===== config.mk =====
export PLATFORM = sky130hd
export DESIGN_NAME = io_loader_router
export DESIGN_NICKNAME = d
export VERILOG_FILES = /design/src/rtl/io_loader_router.sv
export SDC_FILE = /design/constraint.sdc
export NUM_CORES = 1
export LEC_CHECK = 0
export CAP_MARGIN = 0
export CORE_UTILIZATION = 58
export DETAILED_ROUTE_END_ITERATION = 7
export PLACE_DENSITY = 0.91
export SLEW_MARGIN = 40
export SYNTH_ARGS = -nofsm -noshare
export SYNTH_HDL_FRONTEND = slang
export SYNTH_SLANG_ARGS = --single-unit

===== constraint.sdc =====
create_clock -name clk -period 4.85 [get_ports clk]
set_clock_uncertainty 0.2 [all_clocks]
set_input_delay 0.7275 -clock clk [delete_from_list [all_inputs] [get_ports clk]]
set_output_delay 0.7275 -clock clk [all_outputs]
set_load 0.02 [all_outputs]

===== src/rtl/io_loader_router.sv =====
// Byte-stream front end: loads instruction and data images word by word after
// reset, then carries run-mode input words and output bytes through two FIFOs.
module io_loader_router #(
    parameter int          WORD_BYTES = 4,
    parameter logic [31:0] INSTR_BASE = 32'h0,
    parameter logic [31:0] DATA_BASE  = 32'h40000,
    parameter int unsigned ADDR_STEP  = WORD_BYTES,
    parameter int          IN_DEPTH   = 8,
    parameter int          OUT_DEPTH  = 16,
    parameter bit          BIG_ENDIAN = 1'b0
) (
    input  logic                    clk,
    input  logic                    rstn,
    input  logic [7:0]              rx_data,
    input  logic                    rx_valid,
    output logic [7:0]              tx_data,
    output logic                    tx_valid,
    input  logic                    tx_ready,
    output logic                    instr_we,
    output logic [31:0]             instr_addr,
    output logic [8*WORD_BYTES-1:0] instr_wdata,
    output logic                    data_wvalid,
    input  logic                    data_wready,
    output logic [31:0]             data_addr,
    output logic [8*WORD_BYTES-1:0] data_wdata,
    output logic                    io_stall,
    output logic                    in_valid,
    output logic [8*WORD_BYTES-1:0] in_data,
    input  logic                    in_ready,
    input  logic                    out_valid,
    input  logic [7:0]              out_data,
    output logic                    out_busy,
    output logic                    err_overrun,
    output logic [2:0]              load_state
);
    localparam int W       = 8 * WORD_BYTES;
    localparam int BC_W    = (WORD_BYTES > 1) ? $clog2(WORD_BYTES) : 1;
    localparam int IN_AW   = $clog2(IN_DEPTH);
    localparam int OUT_AW  = $clog2(OUT_DEPTH);
    localparam logic [BC_W-1:0]   BC_ONE  = 1;
    localparam logic [BC_W-1:0]   BC_LAST = BC_W'(WORD_BYTES - 1);
    localparam logic [IN_AW:0]    IN_ONE  = 1;
    localparam logic [OUT_AW:0]   OUT_ONE = 1;
    localparam logic [31:0]       STEP    = 32'(ADDR_STEP);

    typedef enum logic [2:0] {
        S_ILEN  = 3'd0,
        S_INSTR = 3'd1,
        S_DLEN  = 3'd2,
        S_DATA  = 3'd3,
        S_DRAIN = 3'd4,
        S_RUN   = 3'd5
    } state_t;

    state_t            r_state, w_state_next;
    logic [BC_W-1:0]   r_byte_cnt;
    logic [W-1:0]      r_shift, w_shift_next;
    logic              r_word_done;
    logic [31:0]       w_word_lo;
    logic [31:0]       r_remaining;
    logic              r_instr_we, r_data_wvalid, r_io_stall, r_overrun;
    logic [31:0]       r_instr_addr, r_data_addr;
    logic [W-1:0]      r_instr_wdata, r_data_wdata;

    generate
        if (WORD_BYTES == 1) begin : g_shift_one
            assign w_shift_next = rx_data;
        end else if (BIG_ENDIAN) begin : g_shift_be
            assign w_shift_next = {r_shift[W-9:0], rx_data};
        end else begin : g_shift_le
            assign w_shift_next = {rx_data, r_shift[W-1:8]};
        end
    endgenerate

    // r_shift holds the finished word during the cycle r_word_done is high.
    assign w_word_lo = 32'(r_shift);

    always_ff @(posedge clk) begin
        if (!rstn) begin
            r_byte_cnt  <= '0;
            r_shift     <= '0;
            r_word_done <= 1'b0;
        end else begin
            r_word_done <= rx_valid && (r_byte_cnt == BC_LAST);
            if (rx_valid) begin
                r_shift    <= w_shift_next;
                r_byte_cnt <= (r_byte_cnt == BC_LAST) ? '0 : r_byte_cnt + BC_ONE;
            end
        end
    end

    // ---------------- load / run sequencer ----------------
    always_ff @(posedge clk) begin
        if (!rstn) r_state <= S_ILEN;
        else       r_state <= w_state_next;
    end

    always_comb begin
        w_state_next = r_state;
        case (r_state)
            S_ILEN:  if (r_word_done) w_state_next = (w_word_lo == 32'd0) ? S_DLEN : S_INSTR;
            S_INSTR: if (r_word_done && r_remaining == 32'd1) w_state_next = S_DLEN;
            S_DLEN:  if (r_word_done) w_state_next = (w_word_lo == 32'd0) ? S_RUN : S_DATA;
            S_DATA:  if (r_word_done && r_remaining == 32'd1) w_state_next = S_DRAIN;
            S_DRAIN: if (!r_data_wvalid || data_wready) w_state_next = S_RUN;
            S_RUN:   w_state_next = S_RUN;
            default: w_state_next = S_ILEN;
        endcase
    end

    logic w_data_accept, w_data_load, w_data_drop;
    logic w_in_drop;
    assign w_data_accept = r_data_wvalid && data_wready;
    assign w_data_load   = (r_state == S_DATA) && r_word_done && (!r_data_wvalid || w_data_accept);
    assign w_data_drop   = (r_state == S_DATA) && r_word_done && r_data_wvalid && !w_data_accept;

    always_ff @(posedge clk) begin
        if (!rstn) begin
            r_remaining   <= '0;
            r_instr_we    <= 1'b0;
            r_instr_addr  <= INSTR_BASE;
            r_instr_wdata <= '0;
            r_data_wvalid <= 1'b0;
            r_data_addr   <= DATA_BASE;
            r_data_wdata  <= '0;
            r_io_stall    <= 1'b1;
            r_overrun     <= 1'b0;
        end else begin
            if (r_word_done) begin
                if (r_state == S_ILEN || r_state == S_DLEN)
                    r_remaining <= w_word_lo;
                else if (r_state == S_INSTR || r_state == S_DATA)
                    r_remaining <= r_remaining - 32'd1;
            end
            r_instr_we <= (r_state == S_INSTR) && r_word_done;
            if ((r_state == S_INSTR) && r_word_done) r_instr_wdata <= r_shift;
            if (r_instr_we) r_instr_addr <= r_instr_addr + STEP;
            if (w_data_load) begin
                r_data_wvalid <= 1'b1;
                r_data_wdata  <= r_shift;
            end else if (w_data_accept) begin
                r_data_wvalid <= 1'b0;
            end
            if (w_data_accept) r_data_addr <= r_data_addr + STEP;
            r_io_stall <= (w_state_next != S_RUN);
            if (w_data_drop || w_in_drop) r_overrun <= 1'b1;
        end
    end

    // ---------------- input FIFO (words to core) ----------------
    logic [W-1:0]   r_in_mem [IN_DEPTH];
    logic [IN_AW:0] r_in_wr, r_in_rd;
    logic           w_in_empty, w_in_full, w_in_req, w_in_push, w_in_pop;

    assign w_in_empty = (r_in_wr == r_in_rd);
    assign w_in_full  = (r_in_wr[IN_AW] != r_in_rd[IN_AW]) &&
                        (r_in_wr[IN_AW-1:0] == r_in_rd[IN_AW-1:0]);
    // A word finishing while the last data write drains is already run-mode traffic.
    assign w_in_req   = r_word_done && (r_state == S_RUN || r_state == S_DRAIN);
    assign w_in_pop   = !w_in_empty && in_ready;
    assign w_in_push  = w_in_req && (!w_in_full || w_in_pop);
    assign w_in_drop  = w_in_req && w_in_full && !w_in_pop;

    always_ff @(posedge clk) begin
        if (!rstn) begin
            r_in_wr <= '0;
            r_in_rd <= '0;
        end else begin
            if (w_in_push) r_in_wr <= r_in_wr + IN_ONE;
            if (w_in_pop)  r_in_rd <= r_in_rd + IN_ONE;
        end
    end

    always_ff @(posedge clk) begin
        if (w_in_push) r_in_mem[r_in_wr[IN_AW-1:0]] <= r_shift;
    end

    // ---------------- output FIFO (bytes to transmitter) ----------------
    logic [7:0]      r_out_mem [OUT_DEPTH];
    logic [OUT_AW:0] r_out_wr, r_out_rd;
    logic            w_out_empty, w_out_full, w_out_push, w_out_pop;

    assign w_out_empty = (r_out_wr == r_out_rd);
    assign w_out_full  = (r_out_wr[OUT_AW] != r_out_rd[OUT_AW]) &&
                         (r_out_wr[OUT_AW-1:0] == r_out_rd[OUT_AW-1:0]);
    assign w_out_push  = out_valid && !w_out_full;
    assign w_out_pop   = !w_out_empty && tx_ready;

    always_ff @(posedge clk) begin
        if (!rstn) begin
            r_out_wr <= '0;
            r_out_rd <= '0;
        end else begin
            if (w_out_push) r_out_wr <= r_out_wr + OUT_ONE;
            if (w_out_pop)  r_out_rd <= r_out_rd + OUT_ONE;
        end
    end

    always_ff @(posedge clk) begin
        if (w_out_push) r_out_mem[r_out_wr[OUT_AW-1:0]] <= out_data;
    end

    assign instr_we    = r_instr_we;
    assign instr_addr  = r_instr_addr;
    assign instr_wdata = r_instr_wdata;
    assign data_wvalid = r_data_wvalid;
    assign data_addr   = r_data_addr;
    assign data_wdata  = r_data_wdata;
    assign io_stall    = r_io_stall;
    assign in_valid    = !w_in_empty;
    assign in_data     = r_in_mem[r_in_rd[IN_AW-1:0]];
    assign tx_valid    = !w_out_empty;
    assign tx_data     = r_out_mem[r_out_rd[OUT_AW-1:0]];
    assign out_busy    = w_out_full;
    assign err_overrun = r_overrun;
    assign load_state  = r_state;
endmodule


==> reports/summary.txt, run 1 <==
Leakage power = 9.36 nW
Synthesized flop and latch total = 607
CP Class = flop to output pin
Synth Area in XOR/XNOR = 0.0258
Layout cells sized above 1 = 0.145
Sequential area share after synthesis = 0.663
Final Max Tran Viols = 0
FF-to-FF Start = load_state[2]$_SDFF_PN0_
Worst Setup Start Kind = flop
H-tree Lvls = 2
Critical Path RT = 3.92 ns
Hold Crit Start = data_wdata[1]$_SDFFE_PN0P_
Post-DRT Antenna Nets = 0
Min Tclk post-route = 4.08 ns
Sequential Area = 16000 um2
Overflow after GRT = 0
Synth Flop Type = edfxtp_1
Syn. warnings = 0
Final setup fails = 0
Comb power frac = 0.046
Via/cell ratio = 6.39
Switching fraction of total power = 0.217
Top-area cell type share of the netlist area = 0.478
Slowest cell on the critical path = mux4_2
Compound-cell area share of the yosys netlist = 0.0486
CTS Root Buffer Type = clkbuf_16
Design area = 28700 um2
Largest family of logic cells by synthesized area = multiplexers
P_int = 8.44 mW
Row cnt = 74
Synth Area in Simple Gates = 0.107
FMAX = 0.245 GHz
Clk_lat worst skew = 0.64 ns
TritonCTS Buffers = 58
Non-Filler Instances = 2500
Post-CTS Setup Bufs = 0
Die height = 206 um
Worst Hold Class = flop to flop
Number of global-route vias before repair = 15900
Slowest cell delay on critical path = 0.56 ns
CP dominant cell by count = mux4_2
Reg power frac = 0.517
Synth top area cells = edfxtp_1 (48%), dfxtp_1 (18%), mux4_2 (9.7%)
Clock Tree Buf Depth = 3
Netlist Area Pre-Place = 24100 um2
IO Pins = 201
Ys async rst share = 0
Crit-path cells = buf_4 > mux4_2 > mux4_2 > clkdlybuf4s50_1
Final core occ = 0.702
Buf/Inv on CP = 2
TritonCTS clock tree = yes
Post-Synth Adder-Cell Area = 0.00622
Dpl cell area = 26700 um2
Horiz. Die Dim = 206 um
Fillcell total = 2502
Syn_area_per_cell = 13.9 um2
Yosys cell types = 58
PD cells = 375 nW/um2
Power share of the clock group = 0.437
Top-count cell post-synth = edfxtp_1
Initial DRT Pass Iterations = 6
Post_cts resized = 0
Number of flops mapped to enable cells by yosys = 384
Post-Place Cells = 2388
Reg clk slew, reported paths = 0.06 ns
Worst EP arrival = 3.15 ns
Post-synth top cells = edfxtp_1 (384), dfxtp_1 (223), nand2_1 (189), nor2_1 (143), mux4_2 (104)
Largest net degree at the start of global routing = 144
Final setup TNS = 0 ns
VDD IR max = 307 uV
Die Area = 42400 um2
Area leader, netlist = edfxtp_1
Multi-input gate area in the final layout = 7730 um2
HPWL after DPL = 36.8 mm
Crit-path max FO = 12
GRT Total Usage = 0.300
First-pass GRT wire length = 94.3 mm
Iter 0 DRT Violations = 1941
Mux contribution to synthesized area = 0.130
TritonCTS Sinks = 607
Least-Margin Pin Slew = 0.869 ns
Initial antenna violation count = 2
RSZ-0062 raised after global routing = false
Routed WL = 63.8 mm
Instance count of the mapped netlist = 1734
Maxcap violations = 0
Crit path max-delay family = multiplexers
CORE AREA = 40900 um2
Wirelength per Cell = 25.5 um
Net Sw Power = 2.34 mW
Layout Nets = 1952
Final hold vios = 0
Critical Path End Type = output pin
Initial Util = 0.590
Slew headroom = 0.420
DRC errors left = 0
Buffers on Ports = 196
Status = complete, no violations
Post-route clock period utilization = 0.841
Total number of vias = 16000
Area grow syn2layout = 19.1%
GPL Wtd Cong = 0.864
Hold_buf cts = 0
[area by class of cell]
| cell class | count | area share |
|---|---|---|
| repair buffers | 225 | 0.0779 |
| multi-input cells | 1005 | 0.269 |
| well taps | 532 | 0.0232 |
| clock inverters | 30 | 0.0117 |
| flip-flops and latches | 607 | 0.557 |
| inverters | 20 | 0.00305 |
| diodes | 1 | 0.0000871 |
| clock buffers | 80 | 0.0583 |
[path summary, 6_finish.rpt]
| check | end | slack, ns | depth (start not counted) |
|---|---|---|---|
| hold reg to reg | data_wdata[1]$_SDFFE_PN0P_ | 0.25 | 2 |
| setup / recovery | tx_data[1] | 0.77 | 4 |
| setup reg to reg | r_in_mem[3][24]$_DFFE_PP_ | 1.69 | 6 |
| hold / removal | data_wdata[1]$_SDFFE_PN0P_ | 0.25 | 2 |
[logic make-up after synthesis]
family          count (synthesis)
simple gates                  546
fa+ha+maj                      12
xor+xnor                       71
mux                           179
other cells                     1
compound gates                193
flops                         607
buf+inv                       125
[per-stage QoR]
step	hold WS, ns	setup slack, ns	total power [mW]
final	0.255	0.770	10.8
after global routing	0.287	0.687	11.0
after CTS	0.255	0.556	10.8
after detailed placement	0.246	1.29	6.17
after global placement	0.242	1.34	6.14
after floorplan	0.232	0.686	5.99
[tightest hold or removal path: cells and delay by family (launching register included)]
kind | cells | cell delay, ns
simple gates | 1 | 0.05
flops | 1 | 0.31
compound gates | 1 | 0.05
[layer usage]
| layer | up-vias | GRT usage | share of wire |
|---|---|---|---|
| met5 | - | 0 | 0 |
| met4 | 0 | 0.154 | 0.050 |
| met3 | 227 | 0.0599 | 0.10 |
| met2 | 1055 | 0.479 | 0.48 |
| met1 | 7819 | 0.391 | 0.37 |
| li1 | 6865 | - | - |
[registers in the layout, indices dropped and copies added, names as in the netlist, named ones only]
name         flops
load_state       3
r_out_mem      128
r_word_done      1
data_wvalid      1
r_remaining     32
data_addr       30
r_shift         32
r_in_rd          4
r_in_wr          4
err_overrun      1
instr_wdata     32
r_out_rd         5
r_out_wr         5
r_byte_cnt       2
instr_we         1
r_in_mem       256
io_stall         1
data_wdata      32
instr_addr      30
[cell usage in the layout (no fill, tap or decap), drive strengths merged, types with 5 or more instances in the layout]
cell type,netlist,routed
edfxtp,384,384
dfxtp,223,223
clkdlybuf4s50,0,195
nand2,189,189
nor2,143,143
mux4,104,104
a21oi,97,97
clkbuf,79,80
xnor2,49,49
nor3,46,46
mux2i,43,43
nor4,33,33
mux2,32,32
buf,26,30
and3,28,28
o21ai,28,28
nand3,26,26
xor2,22,22
inv,20,21
clkinv,0,21
nand4,17,17
or3,15,15
nand2b,14,14
ha,12,12
and4,11,11
a211oi,10,10
a31oi,7,7
o221ai,7,7
a311oi,7,7
nor2b,7,7
o211ai,5,5
bufinv,0,5
[power groups by stage]
stage	clock network (mW)	registers (mW)	logic, mW
floorplan	0	5.64	0.353
global placement	0	5.68	0.469
detailed placement	0	5.68	0.486
CTS	4.74	5.57	0.495
global route	4.92	5.57	0.526
finish	4.71	5.57	0.496
(Power assumes the default switching activity.)
==> run 2: changes to the inputs <==
CORE_UTILIZATION = 52   (was 58)
PLACE_DENSITY = 0.87   (was 0.91)
clock period = 3.4 ns   (was 4.85 ns; I/O delays follow)
==> run 2 against run 1 <==
Register-to-register slack got worse by 1.2 ns. Routed wire length down 2.4%. Design area rose by 1.8%. Sequential share of layout area fell by 0.97 points. Global-route usage down 4.0 points. Highest routed layer unchanged.
==> reports/summary.txt, run 2 (synthesized netlist as in run 1, its figures left out) <==
TritonCTS Sinks = 607
HPWL after DPL = 36.8 mm
Hold_buf cts = 0
Slowest cell delay on critical path = 0.54 ns
Hold path depth = 3
Layout Nets = 1990
Non-Filler Instances = 2608
First-pass GRT wire length = 92.9 mm
Final Worst Setup Slack = 0.0700 ns
Crit path max-delay family = multiplexers
Die Area = 47300 um2
Buf/Inv on CP = 3
Status = complete, no violations
Routed WL = 62.3 mm
Critical Path End Type = output pin
Die height = 217 um
RSZ-0062 raised after global routing = false
DRC errors left = 0
Leakage power = 9.81 nW
CP Class = flop to output pin
Row cnt = 78
Final hold vios = 0
Least-Margin Pin Slew = 0.852 ns
TritonCTS clock tree = yes
Wirelength per Cell = 23.9 um
Largest net degree at the start of global routing = 70
Hold Crit Start = rx_valid
Iter 0 DRT Violations = 1572
Slowest cell on the critical path = mux4_2
CORE AREA = 45600 um2
Initial DRT Pass Iterations = 6
Final setup TNS = 0 ns
Number of global-route vias before repair = 15800
Cells on worst reg2reg path = 7
Min Tclk post-route = 3.33 ns
Worst EP arrival = 2.62 ns
Initial antenna violation count = 2
GPL Wtd Cong = 0.907
Post-Place Cells = 2483
Post-route clock period utilization = 0.979
Via/cell ratio = 6.13
Initial Util = 0.530
Worst Hold Class = input port to flop
FMAX = 0.300 GHz
FF-to-FF Start = r_in_wr[1]$_SDFFE_PN0P_
Area grow syn2layout = 21.2%
TritonCTS Buffers = 59
Overflow after GRT = 0
Worst Setup Start Kind = flop
Clk_lat worst skew = 0.63 ns
IO Pins = 201
Critical Path RT = 2.69 ns
Dpl ws = 0.387 ns
WP depth = 5
Reg clk slew, reported paths = 0.07 ns
GRT Total Usage = 0.260
H-tree Lvls = 2
Slew headroom = 0.431
Layout cells sized above 1 = 0.161
Buffers on Ports = 196
Crit-path max FO = 12
CTS Root Buffer Type = clkbuf_16
Post-DRT Antenna Nets = 0
Final Max Tran Viols = 0
Commonest non-fill, non-tap cell in the layout = edfxtp_1
Maxcap violations = 0
Most frequent cells in the layout = edfxtp_1 (384), dfxtp_1 (220), nand2_1 (189), clkdlybuf4s50_1 (157), nor2_1 (137)
Total number of vias = 16000
Crit-path cells = buf_4 > clkbuf_16 > mux4_2 > mux2_2 > dlygate4sd2_1
Clock Tree Buf Depth = 3
VDD IR max = 596 uV
Horiz. Die Dim = 217 um
PD cells = 524 nW/um2
Largest register FFs = 256
Final setup fails = 0
run 2: changes by cell type in the layout (fill, tap and decap cells not counted), moves of 3 or more:
cell             change
buf_12               +4
buf_4               +28
clkbuf_1             +3
clkbuf_16            +4
clkbuf_8             -4
clkdlybuf4s50_1     -38
clkinv_1             -4
clkinv_2             +4
dlygate4sd2_1       +17
dlymetal6s2s_1      +21
run 2: per-layer routing:
layer | global-route usage | vias up | routed length [um]
li1 | - | 6958 | -
met1 | 0.335 | 7932 | 23600
met2 | 0.432 | 932 | 30600
met3 | 0.0488 | 171 | 5490
met4 | 0.111 | 0 | 2540
met5 | 0 | - | 0
run 2: cell type report:
cell class | count | area (um2)
clock inverter | 31 | 323
inverter | 20 | 80.1
timing repair buffer | 262 | 2680
clock buffer | 81 | 1680
multi-input combinational | 1005 | 7730
fill | 3056 | 16300
sequential | 607 | 16000
tap | 600 | 751
antenna | 2 | 5.00
run 2: repair_timing:
action | 4_1_cts | 5_1_grt
resized for setup | 23 | 25
setup endpoints to repair | 40 | 23
gates cloned | 1 | 2
buffers inserted | 0 | 8
run 2: path summary, 6_finish.rpt:
path / endpoint / slack (ns)
min reg2reg: data_wdata[27]$_SDFFE_PN0P_ / 0.26
min: r_shift[6]$_SDFFE_PN0P_ / 0.24
max: in_data[6] / 0.07
max reg2reg: r_in_mem[4][29]$_DFFE_PP_ / 0.51
run 2: worst reg2reg max path: cells and delay by family, from the launching register on:
kind,cells,cell delay [ns]
buffers and inverters,2,0.54
and+or+nand+nor,3,0.59
AOI/OAI and AO/OA,1,0.29
DFF,1,0.61
xor gates and xnor gates,1,0.29
run 2: report_power, final:
part           internal, mW  leakage [nW]  switching (mW)
Clock                  3.81         0.982            2.87
Combinational         0.349          3.53           0.412
Sequential             7.84          5.30          0.0591
run 2: per-stage QoR:
step | power (mW) | instance area (um2) | hold WS, ns | util
2_1_floorplan | 8.55 | 24200 | 0.232 | -
4_1_cts | 15.4 | 29100 | 0.212 | 0.638
3_3_place_gp | 8.78 | 27000 | 0.240 | 0.593
3_5_place_dp | 8.82 | 27000 | 0.247 | 0.593
6_report | 15.3 | 29300 | 0.245 | 0.642
5_1_grt | 15.7 | 29300 | 0.238 | 0.642
